File: src/rtl/halfband_chan_sched.sv
// Time-division scheduler sharing one interleaved halfband filter core
// across NCH PCM channels: in-order issue, in-order demux with clipping.
module halfband_chan_sched #(
  parameter int NCH = 2,
  parameter int DW  = 24,
  parameter int FW  = 32
) (
  input  logic              clk,
  input  logic              rst,
  input  logic [NCH*DW-1:0] in_data,
  input  logic [NCH-1:0]    in_valid,
  output logic [DW-1:0]     f_tdata,
  output logic              f_tvalid,
  input  logic              f_tready,
  input  logic [FW-1:0]     f_m_tdata,
  input  logic              f_m_tvalid,
  output logic [NCH*DW-1:0] out_data,
  output logic [NCH-1:0]    out_valid,
  output logic [NCH-1:0]    overrun,
  output logic [NCH-1:0]    sat,
  input  logic              clr_flags
);

  localparam int SW = (NCH > 1) ? $clog2(NCH) : 1;
  localparam logic [SW-1:0] LAST = SW'(NCH - 1);
  localparam logic signed [FW-1:0] SMAX = FW'(2 ** (DW - 1) - 1);
  localparam logic signed [FW-1:0] SMIN = ~SMAX;

  logic [NCH-1:0][DW-1:0] hold;
  logic [NCH-1:0][DW-1:0] odata;
  logic [NCH-1:0]         full;
  logic [SW-1:0]          sel;
  logic [SW-1:0]          ochan;

  logic [NCH-1:0]         take;
  logic [NCH-1:0]         ovr_set;
  logic [NCH-1:0]         sat_set;
  logic                   consume;
  logic                   clipped;
  logic [DW-1:0]          clip;
  logic signed [FW-1:0]   mdata;

  // Issue side is a pure mux of registers; no path from in_* inputs.
  assign f_tvalid = full[sel];
  assign f_tdata  = hold[sel];
  assign consume  = f_tvalid & f_tready;
  assign mdata    = f_m_tdata;
  assign out_data = odata;

  always_comb begin
    take    = '0;
    sat_set = '0;
    clipped = 1'b0;
    clip    = mdata[DW-1:0];
    if (consume)
      take[sel] = 1'b1;
    // A strobe that lands on the slot being consumed is a refill, not a loss.
    ovr_set = in_valid & full & ~take;
    unique case (1'b1)
      (mdata > SMAX): begin
        clip    = {1'b0, {(DW-1){1'b1}}};
        clipped = 1'b1;
      end
      (mdata < SMIN): begin
        clip    = {1'b1, {(DW-1){1'b0}}};
        clipped = 1'b1;
      end
      default: ;
    endcase
    if (f_m_tvalid && clipped)
      sat_set[ochan] = 1'b1;
  end

  always_ff @(posedge clk) begin
    if (rst) begin
      hold      <= '0;
      full      <= '0;
      sel       <= '0;
      ochan     <= '0;
      odata     <= '0;
      out_valid <= '0;
      overrun   <= '0;
      sat       <= '0;
    end else begin
      for (int i = 0; i < NCH; i++) begin
        if (in_valid[i]) begin
          hold[i] <= in_data[i*DW +: DW];
          full[i] <= 1'b1;
        end else if (take[i]) begin
          full[i] <= 1'b0;
        end
      end
      if (consume)
        sel <= (sel == LAST) ? '0 : sel + 1'b1;
      out_valid <= '0;
      if (f_m_tvalid) begin
        odata[ochan]     <= clip;
        out_valid[ochan] <= 1'b1;
        ochan            <= (ochan == LAST) ? '0 : ochan + 1'b1;
      end
      overrun <= (clr_flags ? '0 : overrun) | ovr_set;
      sat     <= (clr_flags ? '0 : sat) | sat_set;
    end
  end

endmodule
File: config.mk
export PLATFORM = sky130hd
export DESIGN_NAME = halfband_chan_sched
export DESIGN_NICKNAME = d
export VERILOG_FILES = /design/src/rtl/halfband_chan_sched.sv
export SDC_FILE = /design/constraint.sdc
export NUM_CORES = 1
export LEC_CHECK = 0
export CAP_MARGIN = 40
export CORE_MARGIN = 2
export CORE_UTILIZATION = 39
export CTS_CLUSTER_SIZE = 28
export DETAILED_ROUTE_END_ITERATION = 8
export GPL_TIMING_DRIVEN = 0
export PLACE_DENSITY = 0.75
export REMOVE_ABC_BUFFERS = 1
export SETUP_SLACK_MARGIN = 0.3
export SLEW_MARGIN = 0
export SYNTH_ARGS = -nofsm -noshare
export SYNTH_HDL_FRONTEND = slang
export SYNTH_SLANG_ARGS = --single-unit
File: constraint.sdc
create_clock -name clk -period 1.96 [get_ports clk]
set_clock_uncertainty 0.1 [all_clocks]
set_input_delay 0.588 -clock clk [delete_from_list [all_inputs] [get_ports clk]]
set_output_delay 0.588 -clock clk [all_outputs]
set_load 0.01 [all_outputs]
# Word level (Yosys, flattened, before mapping)
# Cells that the tools add are included.
totals:
  reg_bits: 106
  inputBits: 87
  out_inout_bits: 79
  elab_cells: 56
classes:
  addsub: 2
  bitwise: 7
  mux: 23
  reduce_logical: 7
  order_cmp: 6
op_table:
  columns: ["operator", "n"]
  rows:
  - ["$mux W24", 3]
  - ["$bwmux W48", 1]
  - ["$pmux W24 S2", 1]
  - ["$gt A32 B24 Y1 const B", 1]
  - ["$lt A32 B24 Y1 const B", 1]
  - ["$demux W24 S1", 1]
  - ["$mux W1", 11]
  - ["$mux W2", 4]
  - ["$and A2 B2 Y2", 2]
  - ["$lt A1 B2 Y1 const B", 2]
  - ["$or A2 B2 Y2", 2]
  - ["$reduce_bool A2 Y1", 2]
  - ["$reduce_or A2 Y1", 2]
  - ["$logic_and A1 B1 Y1", 3]
  - ["$add A1 B1 Y1 const B", 2]
  - ["$demux W1 S1", 2]
  - ["$ge A1 B1 Y1 const B", 2]
  - ["$not A2 Y2", 1]
  - ["$and A1 B1 Y1", 1]
  - ["$not A1 Y1", 1]

# Longest topological paths before layout
# Gate-level depths: netlist of run 1.
depth:
  ltp_word: 8
  ltp_mapped: 5
  mapped_depth_nobuf: 3

# Worst setup path before layout of run 1
# Ideal clock, no wire load.
synth_timing:
  path_type: "reg-to-output"
  from: "reg sel"
  to: "out f_tdata[16]"
  t_arrival_ns: 1.355
  path_buffers: 2
  setup_slack_ns: -0.083
  stages_incl_launch_ff: 4
  cell_sequence: "dfxtp_1 -> clkbuf_1 -> buf_1 -> mux2_2"
synth_between:
  elab_chain_len: 2
synth_rtl:
  columns: ["item", "line", "text"]
  rows:
  - ["start: declaration", "32", "logic [SW-1:0] sel;"]
  - ["start signal: assignment", "94", "sel <= (sel == LAST) ? '0 : sel + 1'b1;"]
  - ["$mux W24 (implied by the code) (2 in series)", "45", "assign f_tdata = hold[sel];"]
  - ["end: declaration", "12", "output logic [DW-1:0] f_tdata,"]
# Every way passes these cells. The select of a mux whose other input is x is not followed.

# Final worst setup path of run 1
layout_timing:
  from: "reg sel"
  to: "out f_tdata[14]"
# The elaborated chain is that of the path after synthesis.

==> flow_summary.ini, run 1 <==
[run_status]
status = complete, but fails checks
violations = negative setup slack

[critical_path]
ff2ff_path_depth = 4
start_kind = register
cp.arrival_ps = 1450
worst_r2r_startpoint = ochan
worstPathMaxFanout = 6
crit_type = register to primary output
cp.required_ps = 1270
setup.worst_path.start = sel
end_kind = primary output

[sta]
slew_headroom_pct = 45.1
rsz0062_at_grt = true
setup_ws_ps = -180
final.setup.tns_ps = -3370
post-route-min-period_ps = 2140
finalMaxSlewViolations = 0
setup_viol = 25
tightest_slew_ps = 823
fmax_mhz = 467
hold_viol_final = 0
fin_crit_sh_pct = 109

[synthesis]
synth_top_family_by_area = multiplexers
ys.flop_type = dfxtp_1
muxShareOfSynthArea_pct = 17.9
syn_inst = 443
syn_avg_cell_area_um2 = 9.75
synth.distinct_cells = 31
yosys.area_share.simple_pct = 16.9
async_reset_ff_share_pct = 0
yosys-top-cells-area = dfxtp_1 (49%), mux2i_1 (11%), o211ai_1 (7.6%)
yosys-top-cells-count = dfxtp_1 (106), nand2_1 (71), nor2_1 (54), mux2i_1 (49), o211ai_1 (44)
syn_area_um2 = 4320
yosysTopAreaCell = dfxtp_1
yosysSeqAreaShare_pct = 49.1
yosys_warnings = 0
ys_ff_latch = 106
synth-compound-area-share_pct = 11.9
synthAdderAreaFrac_pct = 0
synth.most_common_cell = dfxtp_1
synth_edf_count = 0
synth_xor_area_share_pct = 0
yosysTopAreaCellShare_pct = 49.1

[power_and_ir_drop]
powerDensity_nw_per_um2 = 685
vdd_ir_drop_max_v = 0.000428
p_leak_nw = 2.76

[drt]
routed_wl_um = 12800
drt_iter0_drc = 135
drc = 0
vias = 3857
drt_pass1_iterations = 4
vias_per_cell = 5.07
wl_per_cell_um = 16.8
drtAntennaViolNets = 0

[clock_network]
clkTransAtPathRegs_ps = 110
cts_buffers = 9
clock_path_buffers = 2
cts_sinks = 106
cts_tree = yes
cts_root_buffer = clkbuf_8
clock_latency_ps = 340
htreeDepth = 3

[floorplan]
dieArea_um2 = 11900
start_util_pct = 39.8
fp.dieH_um = 109
chipWidth_um = 109
io_pins = 166
rows = 38
core_area_um2 = 10800

[grt]
grt_start_max_net_pins = 52
grt_antenna_before_repair = 0
grt_pass1_wl_um = 19400
grt-ovfl-total = 0
grt_pass1_vias = 3904
grtUsageTotal_pct = 20.7

[run]
cap_viol_max_count = 0

[cells_and_area]
fin_nets = 704
drive_gt1_share_pct = 31.7
num_antenna_cells = 0
syn_to_final_growth_pct = 54.5
stdcell_area_um2 = 6680
finish.utilization_pct = 61.6

[placed_design]
gp_congestion = 0.755
dp.final_hpwl_um = 8360
place_area_um2 = 6110
io_buffer_count = 165
place_ws_ps = -807

[min_path]
worstHoldPathCells = 2
hold_class = register to register
hp-start = out_data[47]
cell type report:
cell class	instances	area, µm²
fill	881	4170
sequential	106	2160
multi-input combinational	298	2110
timing repair buffer	200	2050
tap	140	175
clock buffer	9	124
clock inverter	6	50.0
inverter	2	7.51
flip-flops by register name, indices dropped and copies added, names as in the netlist:
signal and count:
full 2, hold 48, ochan 1, out_data 48, out_valid 2, overrun 2
sat 2, sel 1
metal layers:
layer  GRT usage (%)  routed length, µm
met1            23.1               5110
met2            35.4               5990
met3            8.61               1420
met4            7.32                248
met5               0                  0
metrics by stage:
| step | power, mW | hold WS [ps] | cells |
|---|---|---|---|
| detailed placement | 3.32 | 355 | 720 |
| CTS | 4.61 | 370 | 759 |
| finish | 4.57 | 368 | 761 |
| global route | 4.77 | 380 | 761 |
| floorplan | 2.74 | 337 | 406 |
| global placement | 3.28 | 360 | 711 |
kinds of logic (layout without fill, tap and decap cells):
group | count (synthesis) | after routing
flip-flops | 106 | 106
buffers and inverters | 39 | 217
AO/OA/AOI/OAI | 64 | 64
multiplexers | 74 | 74
AND/OR/NAND/NOR | 160 | 160
report_power, final:
group / total (mW) / switching [mW] / internal (mW) / leakage [nW]
registers: 2.38 / 0.0791 / 2.30 / 0.884
clock network: 1.23 / 0.765 / 0.470 / 0.0823
logic: 0.956 / 0.408 / 0.548 / 1.80
total: 4.57 / 1.25 / 3.32 / 2.76
cell usage in the layout, fill, tap and decap left out, types with 2 or more instances in the layout:
cell type         n
nand4_1           2
a21o_1            2
inv_6             2
mux2i_1          49
clkinv_4          2
buf_8             7
nand2_1          71
o211ai_2          2
clkdlybuf4s15_2  23
nand2b_1          5
dfxtp_2          27
nand3b_1         23
buf_2            15
a21oi_1           4
mux2_4           19
mux2_2            6
buf_12            6
buf_4             9
clkbuf_8          9
dfxtp_1          78
clkinvlp_4        2
buf_16            5
buf_6            33
clkdlybuf4s15_1   4
o311ai_4          2
inv_1             2
clkbuf_2         21
dlygate4sd2_1     3
clkdlybuf4s50_1  74
o211ai_1         44
nor2_1           54
a31oi_1           2
critical path, stage by stage, from the launching register on:
cell	delay (ps)
dfxtp_4	420
buf_12	120
buf_16	120
mux2_4	310
buf_6	120
worst paths after layout:
path | endpoint | slack (ps)
setup / recovery | f_tdata[14] | -180
setup reg to reg | out_data[2] | 320
hold / removal | out_data[47] | 370
hold reg to reg | out_data[47] | 370
repair_timing:
| action | 4_1_cts | 5_1_grt |
|---|---|---|
| buffers inserted | 19 | 2 |
| pin swaps | 6 | 1 |
| endpoints found under the hold margin | 0 | 0 |
| resized for setup | 309 | 76 |
| hold buffers | 0 | 0 |
| cloned | 5 | 0 |
| setup endpoints to repair | 129 | 122 |
Power figures use the tool's default switching activity.
==> run 2, diff against run 1 <==
--- a/config.mk
+++ b/config.mk
@@ -7,13 +7,13 @@
 export LEC_CHECK = 0
 export CAP_MARGIN = 40
 export CORE_MARGIN = 2
-export CORE_UTILIZATION = 39
+export CORE_UTILIZATION = 40
 export CTS_CLUSTER_SIZE = 28
 export DETAILED_ROUTE_END_ITERATION = 8
 export GPL_TIMING_DRIVEN = 0
-export PLACE_DENSITY = 0.75
+export PLACE_DENSITY = 0.77
 export REMOVE_ABC_BUFFERS = 1
-export SETUP_SLACK_MARGIN = 0.3
+export SETUP_SLACK_MARGIN = 0.05
 export SLEW_MARGIN = 0
 export SYNTH_ARGS = -nofsm -noshare
 export SYNTH_HDL_FRONTEND = slang
==> run 2 against run 1 <==
The run still ends with negative setup slack left. Final area shrank 1.2%. Combinational power is 2.5% lower. Count of clock-buffer cells in the layout grew 1. Die area is 2.4% lower. Via count shrank 2.5%. Global-route usage grew 0.47 points. Critical path type unchanged.
==> flow_summary.ini, run 2 (synthesis results as in run 1) <==
[grt]
grt-ovfl-total = 0
grt_pass1_vias = 3807
grt_pass1_wl_um = 19400
grt_start_max_net_pins = 51
grtUsageTotal_pct = 21.2
grt_antenna_before_repair = 0

[critical_path]
cp_num_buf_inv = 2
crit_type = register to primary output
end_kind = primary output
path_delay_family = flip-flops
cp.arrival_ps = 1410
path_depth = 3
cp_cell_sequence = buf_12, mux2_4, buf_6
ff2ff_path_depth = 4
worstPathMaxFanout = 8
start_kind = register
cp.required_ps = 1270
crit_slowest_cell = dfxtp_4
max_stage_delay_ps = 440

[sta]
finalMaxSlewViolations = 0
setup_viol = 25
fin_crit_sh_pct = 107
final.setup.tns_ps = -3010
setup_ws_ps = -133
rsz0062_at_grt = true
post-route-min-period_ps = 2090
fmax_mhz = 478
slew_headroom_pct = 45.9
tightest_slew_ps = 811
hold_viol_final = 0

[placed_design]
place_area_um2 = 6150
gp_congestion = 0.734
placed_cells = 717
dp.final_hpwl_um = 8420
io_buffer_count = 165

[floorplan]
dieArea_um2 = 11600
rows = 37
fp.dieH_um = 108
chipWidth_um = 108
start_util_pct = 41.5
core_area_um2 = 10400
io_pins = 166

[cells_and_area]
fillers = 871
stdcell_count = 745
num_antenna_cells = 0
drive_gt1_share_pct = 16.6
fin_nets = 691
syn_to_final_growth_pct = 52.7
final_cell_mix = dfxtp_1 (105), clkdlybuf4s50_1 (74), nand2_1 (71)
stdcell_area_um2 = 6590
final_common_cell = dfxtp_1

[clock_network]
htreeDepth = 3
cts_buffers = 9
cts_tree = yes
clock_path_buffers = 2
clock_latency_ps = 360
postCtsHoldBufs = 0
clkTransAtPathRegs_ps = 100
cts_sinks = 106
cts_root_buffer = clkbuf_8

[run]
cap_viol_max_count = 0

[power_and_ir_drop]
powerDensity_nw_per_um2 = 725
p_sw_share_pct = 25.7
clkPwrFrac_pct = 30.9
switchingPower_mw = 1.23
vdd_ir_drop_max_v = 0.000385
p_int_mw = 3.55
combinationalPowerShare_pct = 19.5
p_seq_share_pct = 49.7
p_leak_nw = 2.89

[run_status]
status = complete, but fails checks
violations = negative setup slack

[drt]
vias = 3762
dr_wl_met2_um = 5730
drtAntennaViolNets = 0
vias_per_cell = 5.05
drt_pass1_iterations = 4
drt_iter0_drc = 122
top_layer = met4
wl_met3_um = 1180
routed_wl_um = 12200
m1WireLength_um = 5210
wl_per_cell_um = 16.4
drc = 0

[min_path]
hold_class = input port to register
worstHoldPathCells = 2
-- run 2: cell count changes in the layout (fill, tap and decap cells not counted), moves of 11 or more --
cell	before	now
clkbuf_2	21	0
clkdlybuf4s15_2	23	0
dlygate4sd2_1	3	57
buf_2	15	4
dfxtp_1	78	105
dfxtp_2	27	0
-- run 2: metal layers --
| layer | GRT usage (%) | vias to the layer above |
|---|---|---|
| met1 | 25.6 | 1746 |
| met5 | 0 | - |
| li1 | - | 1865 |
| met4 | 7.05 | 0 |
| met3 | 7.87 | 10 |
| met2 | 34.8 | 141 |
-- run 2: what timing repair did --
action | CTS | global route
setup buffers | 9 | 0
pin swaps | 4 | 3
cloned | 3 | 0
resized for setup | 223 | 9
setup endpoints to repair | 126 | 55
-- run 2: final cells by class --
class / count / area (µm²) / share of cell area, %
multi-input cells: 298 / 2130 / 32.4
flip-flops and latches: 106 / 2130 / 32.2
repair buffers: 187 / 1940 / 29.4
well taps: 136 / 170 / 2.58
clock buffers: 10 / 128 / 1.94
clock inverters: 6 / 87.6 / 1.33
inverters: 2 / 7.51 / 0.114
-- run 2: path summary, 6_finish.rpt --
path | start | to | slack, ps
worst max-delay path | sel | f_tdata[18] | -130
worst min-delay path | rst | hold[38] | 350
worst max register to register | ochan | out_data[45] | 460
worst min register to register | out_data[46] | out_data[46] | 380
-- run 2: through the flow --
stage | utilization (%) | worst slack [ps] | total power [mW] | hold WS, ps
floorplan | - | -289 | 2.74 | 337
global placement | 57.3 | -3740 | 3.28 | 352
detailed placement | 59.1 | -902 | 3.33 | 364
CTS | 63.1 | -169 | 4.82 | 325
global route | 63.3 | -191 | 5.00 | 325
finish | 63.3 | -133 | 4.78 | 354
-- run 2: power groups by stage --
stage / Clock (mW) / Combinational (mW) / Sequential [mW]
floorplan: 0 / 0.292 / 2.45
global placement: 0 / 0.857 / 2.42
detailed placement: 0 / 0.904 / 2.43
CTS: 1.52 / 0.933 / 2.37
global route: 1.60 / 1.00 / 2.39
finish: 1.48 / 0.932 / 2.37
==> run 3, diff against run 2 <==
==> constraint.sdc (replaced) <==
create_clock -name clk -period 1.8 [get_ports clk]
set_clock_uncertainty 0.1 [all_clocks]
set_input_delay 0.54 -clock clk [delete_from_list [all_inputs] [get_ports clk]]
set_output_delay 0.54 -clock clk [all_outputs]
set_load 0.01 [all_outputs]
==> run 3 against run 2 <==
The run still ends with negative setup slack left. Wire length hardly changed. Critical path type unchanged. Final cell count is the same. Flip-flop and latch count is the same. Non-clock buffer count is the same. Utilization fell by 0.18 points. Combinational power rose by 8%.
==> flow_summary.ini, run 3 (synthesis results as in run 1) <==
[run]
cap_viol_max_count = 0

[critical_path]
setup.worst_path.start = sel
r2r_slack_ps = 300
ff2ff_path_depth = 4
cp.required_ps = 1160
path_delay_family = flip-flops
max_stage_delay_ps = 440
start_kind = register
cp_num_buf_inv = 2
worstPathMaxFanout = 8
crit_slowest_cell = dfxtp_4
crit_type = register to primary output
end_kind = primary output
r2r-end = out_data[45]
cp_cell_sequence = buf_12, mux2_4, buf_6
cp.arrival_ps = 1410
path_depth = 3
setup.worst_path.end = f_tdata[18]
worst_r2r_startpoint = ochan

[cells_and_area]
final_cell_mix = dfxtp_1 (105), clkdlybuf4s50_1 (74), nand2_1 (71)
ff_latch_area_um2 = 2130
multiInputGateArea_um2 = 2130
num_antenna_cells = 0
final_common_cell = dfxtp_1
fillers = 868
syn_to_final_growth_pct = 52.2
fin_nets = 691
drive_gt1_share_pct = 17.1
finish.utilization_pct = 63.1

[placed_design]
dp.final_hpwl_um = 8420
io_buffer_count = 165
gp_congestion = 0.734

[grt]
grt_pass1_vias = 3789
grtUsageTotal_pct = 21.2
grt_busiest_layer = met2
grt_pass1_wl_um = 19400
met2_usage_pct = 34.7
grt-ovfl-total = 0
grtUsageMet3_pct = 7.87
grt_start_max_net_pins = 51
grt_antenna_before_repair = 0
gr-usage-met1_pct = 25.5

[sta]
finalMaxSlewViolations = 0
setup_viol = 25
setup_ws_ps = -248
tightest_slew_ps = 809
slew_headroom_pct = 46.0
fin_crit_sh_pct = 114
fmax_mhz = 488
hold_slack_ps = 304
rsz0062_at_grt = true
post-route-min-period_ps = 2050
hold_viol_final = 0

[run_status]
status = complete, but fails checks
violations = negative setup slack

[min_path]
hold_class = input port to register
worstHoldPathCells = 2

[floorplan]
rows = 37
chipWidth_um = 108
core_area_um2 = 10400
io_pins = 166
fp.dieH_um = 108
dieArea_um2 = 11600
start_util_pct = 41.5

[drt]
drc = 0
drt_pass1_iterations = 4
drtAntennaViolNets = 0
drt_iter0_drc = 132
routed_wl_um = 12200
vias_per_cell = 5.08
wl_per_cell_um = 16.4
vias = 3788

[clock_network]
cts_sinks = 106
cts_buffers = 9
cts_root_buffer = clkbuf_8
cts_tree = yes
htreeDepth = 3
clock_path_buffers = 2
postCtsHoldBufs = 0
clock_latency_ps = 360
clkTransAtPathRegs_ps = 100

[power_and_ir_drop]
vdd_ir_drop_max_v = 0.000419
p_leak_nw = 2.86
powerDensity_nw_per_um2 = 792
## run 3: worst min path at each step
| stage | from | to | slack (ps) |
|---|---|---|---|
| 6_report | rst | hold[38] | 300 |
| 5_1_grt | rst | hold[14] | 270 |
| 4_1_cts | rst | hold[38] | 280 |
| 3_5_place_dp | out_data[46] | out_data[46] | 360 |
| 3_3_place_gp | out_data[46] | out_data[46] | 350 |
| 2_1_floorplan | full[1] | sel | 340 |
## run 3: per-stage QoR
stage | setup slack [ps] | instance area (µm²) | cells | power (mW) | setup TNS, ps
finish | -248 | 6580 | 745 | 5.21 | -5860
global route | -305 | 6580 | 745 | 5.44 | -7290
CTS | -281 | 6570 | 745 | 5.25 | -6550
detailed placement | -1010 | 6150 | 717 | 3.63 | -57910
global placement | -3850 | 5970 | 707 | 3.57 | -283280
floorplan | -401 | 4140 | 406 | 2.99 | -20050
## run 3: layout make-up
cell class	instances	share of cell area (%)
timing repair buffer	187	29.2
sequential	106	32.3
multi-input combinational	298	32.4
clock buffer	10	1.94
inverter	2	0.114
tap	136	2.59
clock inverter	6	1.33
## run 3: repair_timing
item                                    4_1_cts  5_1_grt
resized for setup                           232        7
cloned                                        3        0
endpoints found under the setup margin      127       47
pin swaps                                     4        2
setup buffers                                 9        0
## run 3: layer usage
metal,up-vias,wire length [µm]
met3,10,1240
li1,1869,-
met1,1764,5120
met2,145,5770
met4,0,122
met5,-,0
## run 3: power by group
| part | switching, mW | leakage (nW) | internal (mW) |
|---|---|---|---|
| clock | 0.818 | 0.111 | 0.791 |
| combinational | 0.435 | 1.88 | 0.578 |
| sequential | 0.0857 | 0.874 | 2.50 |
